## src/rtl/engine_clause_queue_if.sv

```systemverilog
// Handshake bundle between the clause distribution unit, a per-engine clause
// queue and the BCP engine that drains it.
interface engine_clause_queue_if #(
  parameter int CW   = 33,
  parameter int CNTW = 4
);
  logic            push_in;
  logic [CW-1:0]   clause_in;
  logic            pop_in;
  logic            flush_in;
  logic [CW-1:0]   clause_out;
  logic            valid_out;
  logic            full_out;
  logic            empty_out;
  logic [CNTW-1:0] count_out;
  logic            error_out;

  // The producer/consumer side drives the strobes and observes the status.
  modport master (
    output push_in, clause_in, pop_in, flush_in,
    input  clause_out, valid_out, full_out, empty_out, count_out, error_out
  );

  modport slave (
    input  push_in, clause_in, pop_in, flush_in,
    output clause_out, valid_out, full_out, empty_out, count_out, error_out
  );
endinterface

```

## src/rtl/engine_clause_queue.sv

```systemverilog
// Show-ahead circular clause queue feeding one BCP engine; flags decode only
// from registered pointer/count state, with a sticky over/underflow error bit.
module engine_clause_queue #(
  parameter int LIT_IDX_MAX = 1024,
  parameter int CLA_LENGTH  = 3,
  parameter int DEPTH       = 8
) (
  input  logic                 clock,
  input  logic                 reset,
  engine_clause_queue_if.slave q
);
  localparam int VARIABLE_LENGTH = $clog2(LIT_IDX_MAX) + 1;
  localparam int CW              = CLA_LENGTH * VARIABLE_LENGTH;
  localparam int PTRW            = $clog2(DEPTH);
  localparam int CNTW            = PTRW + 1;
  localparam logic [CNTW-1:0] FULL_COUNT = CNTW'(DEPTH);
  localparam logic [PTRW-1:0] PTR_ONE    = PTRW'(1);
  localparam logic [CNTW-1:0] CNT_ONE    = CNTW'(1);

  logic [CW-1:0]   mem_q [DEPTH];
  logic [PTRW-1:0] wrPtr_q, wrPtr_d;
  logic [PTRW-1:0] rdPtr_q, rdPtr_d;
  logic [CNTW-1:0] count_q, count_d;
  logic            error_q, error_d;

  logic isFull, isEmpty;
  logic pushAcc, popAcc;

  assign isFull  = (count_q == FULL_COUNT);
  assign isEmpty = (count_q == '0);

  // A push into a full queue is only legal when the head leaves in the same
  // cycle; a pop of an empty queue never happens. Flush overrides both.
  assign pushAcc = q.push_in & ~q.flush_in & (~isFull | q.pop_in);
  assign popAcc  = q.pop_in  & ~q.flush_in & ~isEmpty;

  always_comb begin
    wrPtr_d = wrPtr_q;
    rdPtr_d = rdPtr_q;
    count_d = count_q;
    error_d = error_q;
    if (q.flush_in) begin
      wrPtr_d = '0;
      rdPtr_d = '0;
      count_d = '0;
      error_d = 1'b0;
    end else begin
      if (pushAcc) wrPtr_d = wrPtr_q + PTR_ONE;
      if (popAcc)  rdPtr_d = rdPtr_q + PTR_ONE;
      if (pushAcc && !popAcc)      count_d = count_q + CNT_ONE;
      else if (popAcc && !pushAcc) count_d = count_q - CNT_ONE;
      if ((q.push_in && isFull && !q.pop_in) || (q.pop_in && isEmpty))
        error_d = 1'b1;
    end
  end

  always_ff @(posedge clock or negedge reset) begin
    if (!reset) begin
      wrPtr_q <= '0;
      rdPtr_q <= '0;
      count_q <= '0;
      error_q <= 1'b0;
    end else begin
      wrPtr_q <= wrPtr_d;
      rdPtr_q <= rdPtr_d;
      count_q <= count_d;
      error_q <= error_d;
    end
  end

  // Storage is never cleared; visibility is governed purely by the pointers.
  always_ff @(posedge clock) begin
    if (pushAcc) mem_q[wrPtr_q] <= q.clause_in;
  end

  assign q.clause_out = isEmpty ? '0 : mem_q[rdPtr_q];
  assign q.valid_out  = ~isEmpty;
  assign q.full_out   = isFull;
  assign q.empty_out  = isEmpty;
  assign q.count_out  = count_q;
  assign q.error_out  = error_q;
endmodule

```

## src/flat_wrapper.sv

```systemverilog
// flat-port wrapper written by rule: the top's interface ports become plain ports
module engine_clause_queue_flat 
#(
  parameter int LIT_IDX_MAX = 1024,
  parameter int CLA_LENGTH  = 3,
  parameter int DEPTH       = 8
)
  (clock, reset, q_push_in, q_clause_in, q_pop_in, q_flush_in, q_clause_out, q_valid_out, q_full_out, q_empty_out, q_count_out, q_error_out);
  engine_clause_queue_if #(.CW((33)), .CNTW((4))) q_i ();
  input  logic clock;
  input  logic reset;
  input wire logic [$bits(q_i.push_in)-1:0] q_push_in;
  input wire logic [$bits(q_i.clause_in)-1:0] q_clause_in;
  input wire logic [$bits(q_i.pop_in)-1:0] q_pop_in;
  input wire logic [$bits(q_i.flush_in)-1:0] q_flush_in;
  output wire logic [$bits(q_i.clause_out)-1:0] q_clause_out;
  output wire logic [$bits(q_i.valid_out)-1:0] q_valid_out;
  output wire logic [$bits(q_i.full_out)-1:0] q_full_out;
  output wire logic [$bits(q_i.empty_out)-1:0] q_empty_out;
  output wire logic [$bits(q_i.count_out)-1:0] q_count_out;
  output wire logic [$bits(q_i.error_out)-1:0] q_error_out;
  assign q_i.push_in = q_push_in;
  assign q_i.clause_in = q_clause_in;
  assign q_i.pop_in = q_pop_in;
  assign q_i.flush_in = q_flush_in;
  assign q_clause_out = q_i.clause_out;
  assign q_valid_out = q_i.valid_out;
  assign q_full_out = q_i.full_out;
  assign q_empty_out = q_i.empty_out;
  assign q_count_out = q_i.count_out;
  assign q_error_out = q_i.error_out;
  engine_clause_queue #(.LIT_IDX_MAX(LIT_IDX_MAX), .CLA_LENGTH(CLA_LENGTH), .DEPTH(DEPTH)) u_core (.clock(clock), .reset(reset), .q(q_i));
endmodule
```

## config.mk

```make
export PLATFORM = sky130hd
export DESIGN_NAME = engine_clause_queue_flat
export DESIGN_NICKNAME = d
export VERILOG_FILES = /design/src/rtl/engine_clause_queue_if.sv /design/src/rtl/engine_clause_queue.sv /design/src/flat_wrapper.sv
export SDC_FILE = /design/constraint.sdc
export NUM_CORES = 1
export LEC_CHECK = 0
export BUFFER_PORTS_ARGS = -buffer_cell sky130_fd_sc_hd__buf_2
export CAP_MARGIN = 15
export CORE_MARGIN = 2
export CORE_UTILIZATION = 64
export DETAILED_ROUTE_END_ITERATION = 8
export GPL_ROUTABILITY_DRIVEN = 0
export PLACE_DENSITY = 0.95
export SYNTH_ARGS = -nofsm -noshare
export SYNTH_HDL_FRONTEND = slang
export SYNTH_SLANG_ARGS = --single-unit
```

## constraint.sdc

```tcl
create_clock -name clock -period 8.37 [get_ports clock]
set_input_delay 2.0925 -clock clock [delete_from_list [all_inputs] [get_ports clock]]
set_output_delay 2.0925 -clock clock [all_outputs]
set_load 0.005 [all_outputs]
```

==> impl_metrics.py, run 1 <==
metrics = {
    "die": {
        "core_um2": 16580,
        "rows": 47,
        "die_h_um": 134.4,
        "io_pins": 79,
        "start_util": 0.6560,
        "die_x_um": 134.4,
        "dieArea_um2": 18060,
    },
    "timing": {
        "report.final.hold_viol_count": 0,
        "post-route-period-util": 0.6243,
        "finalSetupViolCount": 0,
        "tns_ps": 0,
        "period_needed_ps": 5225,
        "postLayoutSetupSlackWorst_ps": 3145,
        "max_freq_mhz": 191.4,
        "rsz0062_at_grt": "false",
        "maxSlewViolCount": 0,
        "worstMarginPinSlew_ps": 950.9,
        "finalClockSkew_ps": 20.17,
        "slew_headroom": 0.3661,
        "whs_ps": 541.5,
    },
    "critical_path": {
        "r2r_slack_ps": 5820,
        "setup.worst_path.start_class": "register",
        "worst-path-max-fanout": 36,
        "critPathKind": "reg -> out",
        "crit_required_ps": 6280,
        "critPathArrivalTime_ps": 3130,
        "endpoint_kind": "primary output",
    },
    "route": {
        "wl_met3_um": 1501,
        "drc": 0,
        "routed-via-count": 5323,
        "wire_per_inst_um": 25.57,
        "dr_wl_met2_um": 11280,
        "drt-total-wl_um": 21510,
        "highest_layer": "met5",
        "drtPass1Iterations": 5,
        "met1_length_um": 7981,
        "viasPerCell": 6.329,
        "drt_iter0_markers": 484,
        "ant_nets": 0,
    },
    "clocking": {
        "ctsHoldBuffers": 0,
        "cts_tree": "built",
        "htreeDepth": 1,
        "cts-root-buf": "clkbuf_16",
        "clkSinkCount": 275,
        "cts_buffer_depth": 3,
        "cts.repair.resized": 0,
        "cts_buffers": 26,
        "path_clk_slew_ps": 60,
        "post_cts_buffers": 0,
        "insertion_delay_ps": 530,
    },
    "yosys": {
        "ys_types": 41,
        "synth_area_per_cell_um2": 21.37,
        "synth-compound-area-share": 0.01012,
        "synth_top_area_cell": "edfxtp_1",
        "yosysWarnings": 0,
        "synth.ff_latch_count": 275,
        "synthMuxAreaShare": 0.1718,
        "netlist_area_um2": 10880,
        "synth_fp_nets": 552,
        "synth.area.top_cells": "edfxtp_1 (73%), mux4_2 (13%), mux2i_1 (3.3%), dfrtp_1 (2.5%), nor2_1 (1.7%)",
        "synthAdderAreaFrac": 0.006440,
        "synth_xor_area_frac": 0.005635,
        "synthCells": 509,
        "synth_top_area_frac": 0.7287,
        "seq_area_frac_synth": 0.7540,
        "synth_top_family_by_area": "multiplexers",
        "synthSimpleGateAreaFrac": 0.03059,
    },
    "power_and_ir_drop": {
        "p_per_area_nw_per_um2": 283.8,
        "p_seq_frac": 0.465,
        "power_frac_comb": 0.220,
        "p_switching_mw": 0.9069,
        "peakVddDrop_v": 0.0002091,
        "p_sw_frac": 0.2599,
        "p_leak_nw": 4.010,
        "p_int_mw": 2.582,
        "pwr-share-clk": 0.315,
        "p_total_mw": 3.489,
    },
    "hold_path": {
        "hold_class": "reg -> reg",
    },
    "final_layout": {
        "area_growth_pct": 13.00,
        "final_cells": 841,
        "seqCellArea_um2": 8209,
        "fill_cells": 935,
        "utilization": 0.7413,
        "multiInputGateArea_um2": 2494,
        "final_nets": 643,
        "fin_area_um2": 12290,
        "drive_gt1_frac": 0.3306,
    },
    "grt": {
        "grt-ovfl-total": 0,
        "grt_pass1_vias": 5647,
        "grt_pass1_wl_um": 32620,
        "grt_antenna_before_repair": 4,
        "track_usage": 0.2470,
        "grt_max_degree": 69,
    },
    "placement": {
        "dp_cells": 792,
        "dp_hpwl_um": 11950,
        "port_buffers": 78,
        "pre_cts_slack_ps": 3649,
        "place_area_um2": 11480,
    },
    "job": {
        "maxCapViolations": 0,
    },
    "outcome": {
        "outcome": "complete, no violations",
    },
}
kinds of logic after synthesis:
family | Yosys count
fa+ha+maj | 5
buf+inv | 33
simple gates | 73
flops | 275
xor+xnor | 7
mux | 103
compound gates | 13
layer usage:
| metal | GRT usage | vias to the layer above |
|---|---|---|
| met1 | 0.3198 | 2772 |
| met4 | 0.08830 | 4 |
| met3 | 0.04611 | 62 |
| li1 | - | 2255 |
| met5 | 0 | - |
| met2 | 0.4266 | 230 |
state kept, by name, indices dropped and copies added (netlist names):
| signal | cells |
|---|---|
| u_core.mem_q | 264 |
| u_core.q.count_out | 4 |
| u_core.q.error_out | 1 |
| u_core.rdPtr_q | 3 |
| u_core.wrPtr_q | 3 |
power groups by stage:
stage                     combinational (mW)  sequential, mW  clock [mW]
after floorplan                        0.621            1.60           0
after global placement                 0.734            1.65           0
after detailed placement               0.766            1.65           0
after CTS                              0.776            1.62        1.11
after global routing                   0.835            1.63        1.16
final                                  0.766            1.62        1.10
synth_stat cells, drive strengths merged:
master and instances:
a31oi 1, dfrtp 11, nand4b 1, o211ai 3, o311a 1, a21oi 2
nor4 2, buf 16, inv 5, nor3 4, edfxtp 264, mux2i 36
fa 1, mux2 1, nand2 6, ha 4, xnor2 3, mux4 66
nor2b 1, nand2b 1, xor2 4, o21ai 3, or3 1, or4 1
a211oi 3, nor2 50, nand3b 2, clkinv 1, or3b 1, nand3 2
clkbuf 11, nor4b 1
final cells by class:
class | instances | area share
Multi-Input combinational cell | 201 | 0.2029
Antenna cell | 1 | 0.0002036
Clock inverter | 1 | 0.0006107
Sequential cell | 275 | 0.6678
Inverter | 6 | 0.001934
Timing Repair Buffer | 90 | 0.03908
Tap cell | 220 | 0.02239
Clock buffer | 47 | 0.06514
cells in the final DEF, fill, tap and decap left out, types with 8 or more instances in the layout:
master     instances
dfrtp_1            8
mux2i_1           36
clkbuf_1          15
buf_4             12
nor2_1            47
mux4_2            63
buf_2             78
clkbuf_16         27
edfxtp_1         264
final timing paths:
check | startpoint | to | cells past startpoint
min reg2reg | u_core.q.error_out | u_core.q.error_out | 2
max in group asynchronous | reset | u_core.rdPtr_q[2] | 1
min in group asynchronous | reset | u_core.q.count_out[1] | 1
max | u_core.rdPtr_q[0] | q_clause_out[1] | 5
max reg2reg | u_core.q.count_out[1] | u_core.mem_q[5][0] | 4
min | u_core.q.error_out | u_core.q.error_out | 2
critical path, stage by stage (launching register included):
cell	delay, ps
dfrtp_4	840
buf_4	700
mux4_2	630
mux2i_1	170
nor2_1	90
buf_2	170
(Power assumes the default switching activity.)
==> run 2, diff against run 1 <==
--- a/config.mk
+++ b/config.mk
@@ -8,10 +8,10 @@
 export BUFFER_PORTS_ARGS = -buffer_cell sky130_fd_sc_hd__buf_2
 export CAP_MARGIN = 15
 export CORE_MARGIN = 2
-export CORE_UTILIZATION = 64
+export CORE_UTILIZATION = 54
 export DETAILED_ROUTE_END_ITERATION = 8
 export GPL_ROUTABILITY_DRIVEN = 0
-export PLACE_DENSITY = 0.95
+export PLACE_DENSITY = 0.86
 export SYNTH_ARGS = -nofsm -noshare
 export SYNTH_HDL_FRONTEND = slang
 export SYNTH_SLANG_ARGS = --single-unit
==> constraint.sdc (replaced) <==
create_clock -name clock -period 4.75 [get_ports clock]
set_input_delay 1.1875 -clock clock [delete_from_list [all_inputs] [get_ports clock]]
set_output_delay 1.1875 -clock clock [all_outputs]
set_load 0.005 [all_outputs]
==> run 2 against run 1 <==
- non-clock buffer count grew 2
- sequential power grew 77%
- via count shrank 1.1%
- design area grew 1.3%
- critical path type unchanged
- clock power grew 80%
- critical path depth is the same
- clock skew shrank 9.8 ps
- global-route usage shrank 4.4 points
- first-iteration DRC count shrank 12%
- hold slack lost 18 ps
- setup slack lost 2300 ps
- register-to-register slack lost 3700 ps
==> impl_metrics.py, run 2 (synthesis gave the netlist of run 1 again) <==
metrics = {
    "grt": {
        "grt-ovfl-total": 0,
        "grt_antenna_before_repair": 2,
        "grt_pass1_vias": 5672,
        "grt_pass1_wl_um": 32770,
        "track_usage": 0.2031,
        "grt_max_degree": 43,
    },
    "route": {
        "highest_layer": "met4",
        "drt_iter0_markers": 426,
        "drc": 0,
        "drt-total-wl_um": 21330,
        "wl_met3_um": 1268,
        "viasPerCell": 5.922,
        "drtPass1Iterations": 4,
        "routed-via-count": 5265,
        "ant_nets": 0,
        "met1_length_um": 8408,
        "wire_per_inst_um": 23.99,
        "dr_wl_met2_um": 11090,
    },
    "die": {
        "die_x_um": 145.9,
        "dieArea_um2": 21300,
        "die_h_um": 145.9,
        "start_util": 0.5553,
        "rows": 51,
        "core_um2": 19590,
        "io_pins": 79,
    },
    "clocking": {
        "cts.repair.resized": 0,
        "ctsHoldBuffers": 0,
        "cts_buffer_depth": 3,
        "cts-root-buf": "clkbuf_16",
        "htreeDepth": 1,
        "post_cts_buffers": 0,
        "cts_tree": "built",
        "clkSinkCount": 275,
        "cts_buffers": 26,
        "path_clk_slew_ps": 70,
        "insertion_delay_ps": 520,
    },
    "critical_path": {
        "endpoint_kind": "primary output",
        "crit_required_ps": 3560,
        "cp-startpoint": "u_core.rdPtr_q[0]",
        "reg2reg_from": "u_core.q.count_out[0]",
        "critPathKind": "reg -> out",
        "critPathArrivalTime_ps": 2730,
        "worst-path-max-fanout": 42,
        "setup.worst_path.start_class": "register",
    },
    "power_and_ir_drop": {
        "p_per_area_nw_per_um2": 499.4,
        "peakVddDrop_v": 0.0002723,
        "p_total_mw": 6.218,
        "p_leak_nw": 4.056,
    },
    "final_layout": {
        "final_cells": 889,
        "largest_reg_flops": 264,
        "regMostFlops": "u_core.mem_q",
        "final_common_cell": "edfxtp_1",
        "final_nets": 645,
        "layout_common_cells": "edfxtp_1 (264), buf_2 (78), mux4_2 (63)",
        "area_growth_pct": 14.45,
        "fin_area_um2": 12450,
        "fill_cells": 1304,
        "drive_gt1_frac": 0.3424,
        "utilization": 0.6356,
    },
    "job": {
        "maxCapViolations": 0,
    },
    "timing": {
        "worstMarginPinSlew_ps": 1014,
        "rsz0062_at_grt": "false",
        "max_freq_mhz": 255.6,
        "tns_ps": 0,
        "whs_ps": 523.7,
        "post-route-period-util": 0.8237,
        "report.final.hold_viol_count": 0,
        "maxSlewViolCount": 0,
        "postLayoutSetupSlackWorst_ps": 837.3,
        "finalSetupViolCount": 0,
        "slew_headroom": 0.3202,
        "period_needed_ps": 3913,
        "finalClockSkew_ps": 10.42,
    },
    "placement": {
        "dp_cells": 839,
        "dp_hpwl_um": 11950,
        "place_area_um2": 11620,
        "pre_cts_slack_ps": 1342,
        "port_buffers": 78,
    },
    "hold_path": {
        "hold_class": "in -> async",
    },
    "outcome": {
        "outcome": "complete, no violations",
    },
}
run 2: path summary, 6_finish.rpt:
kind | to | slack, ps | cells after the start
setup / recovery | q_clause_out[4] | 840 | 5
hold / removal | u_core.wrPtr_q[2] | 520 | 1
hold reg to reg | u_core.q.error_out | 530 | 2
max in group asynchronous | u_core.rdPtr_q[0] | 3990 | 1
min in group clock | u_core.q.error_out | 530 | 2
setup reg to reg | u_core.mem_q[5][5] | 2150 | 4
run 2: critical path, cell delays in order (launching register included):
cell     delay, ps
dfrtp_4        770
buf_12         380
mux4_2         560
mux2i_1        230
nor2_1          60
buf_2          150
run 2: metal layers:
metal  track usage  vias to the layer above
met2        0.3514                      198
li1              -                     2263
met3       0.03636                       51
met1        0.2667                     2753
met4       0.06078                        0
met5             0                        -
run 2: layout make-up:
type,count,area [um^2],area share
Sequential cell,275,8209,0.6593
Multi-Input combinational cell,201,2511,0.2017
Clock buffer,29,683.2,0.05487
Timing Repair Buffer,92,545.5,0.04381
Tap cell,265,331.6,0.02663
Clock inverter,19,141.4,0.01136
Inverter,6,23.77,0.001909
Antenna cell,2,5.005,0.0004020
run 2: power breakdown:
| part | total (mW) | leakage, nW | internal [mW] | switching (mW) |
|---|---|---|---|---|
| logic | 1.37 | 1.12 | 0.701 | 0.664 |
| registers | 2.87 | 2.53 | 2.74 | 0.138 |
| clock network | 1.98 | 0.406 | 1.14 | 0.840 |
| total | 6.22 | 4.06 | 4.58 | 1.64 |
==> run 3, diff against run 2 <==
--- a/config.mk
+++ b/config.mk
@@ -8,10 +8,10 @@
 export BUFFER_PORTS_ARGS = -buffer_cell sky130_fd_sc_hd__buf_2
 export CAP_MARGIN = 15
 export CORE_MARGIN = 2
-export CORE_UTILIZATION = 54
+export CORE_UTILIZATION = 60
 export DETAILED_ROUTE_END_ITERATION = 8
 export GPL_ROUTABILITY_DRIVEN = 0
-export PLACE_DENSITY = 0.86
+export PLACE_DENSITY = 0.9
 export SYNTH_ARGS = -nofsm -noshare
 export SYNTH_HDL_FRONTEND = slang
 export SYNTH_SLANG_ARGS = --single-unit
==> constraint.sdc (replaced) <==
create_clock -name clock -period 3.9 [get_ports clock]
set_input_delay 0.975 -clock clock [delete_from_list [all_inputs] [get_ports clock]]
set_output_delay 0.975 -clock clock [all_outputs]
set_load 0.005 [all_outputs]
==> run 3 against run 2 <==
- die area is 9.7% lower
- hold slack worse by 220 ps
- via count is 2.5% higher
- global-route usage is 3.3 points higher
- setup slack worse by 630 ps
- combinational power is 24% higher
- clock power is 21% higher
==> impl_metrics.py, run 3 (synthesis gave the netlist of run 1 again) <==
metrics = {
    "route": {
        "ant_nets": 0,
        "drtPass1Iterations": 5,
        "wire_per_inst_um": 26.27,
        "drt_iter0_markers": 561,
        "viasPerCell": 6.311,
        "routed-via-count": 5396,
        "drt-total-wl_um": 22460,
        "drc": 0,
    },
    "critical_path": {
        "cp_cell_sequence": "buf_4 > mux4_2 > mux2i_1 > nor2_1 > buf_2",
        "crit_required_ps": 2920,
        "r2r_slack_ps": 1420,
        "cp_slowest_cell": "dfrtp_4",
        "worst-path-max-fanout": 27,
        "r2r-end": "u_core.mem_q[4][9]",
        "setup.worst_path.start_class": "register",
        "cpLargestDelayFamily": "flip-flops",
        "endpoint_kind": "primary output",
        "reg2reg_from": "u_core.q.count_out[3]",
        "cp-startpoint": "u_core.rdPtr_q[0]",
        "critical_path_buf_inv_count": 2,
        "slowest_delay_ps": 790,
        "crit_end": "q_clause_out[22]",
        "critPathArrivalTime_ps": 2720,
        "critPathKind": "reg -> out",
        "ff2ff_path_depth": 4,
        "cp.depth": 5,
    },
    "power_and_ir_drop": {
        "p_per_area_nw_per_um2": 611.2,
        "peakVddDrop_v": 0.0004516,
        "p_leak_nw": 4.067,
        "p_total_mw": 7.599,
    },
    "final_layout": {
        "final_nets": 650,
        "fill_cells": 1043,
        "regMostFlops": "u_core.mem_q",
        "final_common_cell": "edfxtp_1",
        "multiInputGateArea_um2": 2517,
        "area_growth_pct": 14.28,
        "utilization": 0.6945,
        "layout_common_cells": "edfxtp_1 (264), buf_2 (78), mux4_2 (63)",
        "fin_area_um2": 12430,
        "drive_gt1_frac": 0.3392,
        "largest_reg_flops": 264,
        "seqCellArea_um2": 8209,
    },
    "die": {
        "core_um2": 17900,
        "io_pins": 79,
        "die_h_um": 138.7,
        "rows": 49,
        "die_x_um": 138.7,
        "dieArea_um2": 19230,
        "start_util": 0.6077,
    },
    "clocking": {
        "post_cts_buffers": 0,
        "cts_tree": "built",
        "path_clk_slew_ps": 60,
        "ctsHoldBuffers": 0,
        "cts.repair.resized": 0,
        "htreeDepth": 1,
        "insertion_delay_ps": 530,
        "cts_buffer_depth": 3,
        "clkSinkCount": 275,
        "cts-root-buf": "clkbuf_16",
        "cts_buffers": 26,
    },
    "timing": {
        "maxSlewViolCount": 0,
        "max_freq_mhz": 270.8,
        "worstMarginPinSlew_ps": 887.3,
        "slew_headroom": 0.4059,
        "post-route-period-util": 0.9467,
        "finalSetupViolCount": 0,
        "period_needed_ps": 3692,
        "rsz0062_at_grt": "false",
        "report.final.hold_viol_count": 0,
        "tns_ps": 0,
        "whs_ps": 306.8,
        "finalClockSkew_ps": 17.28,
    },
    "placement": {
        "port_buffers": 78,
        "place_area_um2": 11620,
        "dp_hpwl_um": 12460,
    },
    "grt": {
        "grt_pass1_wl_um": 34360,
        "track_usage": 0.2361,
        "grt_max_degree": 35,
        "grt_pass1_vias": 5777,
        "grt_antenna_before_repair": 2,
        "grt-ovfl-total": 0,
    },
    "job": {
        "maxCapViolations": 0,
    },
    "outcome": {
        "outcome": "complete, no violations",
    },
    "hold_path": {
        "hold_class": "in -> async",
    },
}
[run 3: stage by stage]
stage / instances / worst slack (ps)
floorplan: 509 / -155.5
global placement: 808 / 839.7
detailed placement: 808 / 758.2
CTS: 854 / 187.4
global route: 855 / 24.77
finish: 855 / 207.8
[run 3: area by class of cell]
| type | count | share of cell area |
|---|---|---|
| clock inverter | 15 | 0.009661 |
| timing repair buffer | 97 | 0.04690 |
| tap | 229 | 0.02305 |
| sequential | 275 | 0.6603 |
| multi-input combinational | 201 | 0.2025 |
| antenna | 1 | 0.0002013 |
| inverter | 6 | 0.001912 |
| clock buffer | 31 | 0.05555 |
[run 3: how the worst min path moves through the flow]
stage	end	from	depth (start not counted)
floorplan	u_core.q.error_out	u_core.q.error_out	2
global placement	u_core.q.error_out	u_core.q.error_out	2
detailed placement	u_core.q.error_out	u_core.q.error_out	2
CTS	u_core.q.error_out	reset	1
global route	u_core.q.count_out[3]	reset	1
finish	u_core.q.count_out[3]	reset	1
[run 3: report_power, final]
group          switching (mW)  total, mW  internal [mW]
logic                   0.838       1.70          0.862
registers               0.165       3.50           3.33
clock network            1.02       2.40           1.39
[run 3: per-layer routing]
| layer | GRT usage | routed length (um) | vias to the layer above |
|---|---|---|---|
| met2 | 0.4158 | 12100 | 230 |
| met5 | 0 | 0 | - |
| met3 | 0.04282 | 1362 | 43 |
| met4 | 0.05742 | 422 | 0 |
| met1 | 0.3128 | 8567 | 2845 |
| li1 | - | - | 2278 |
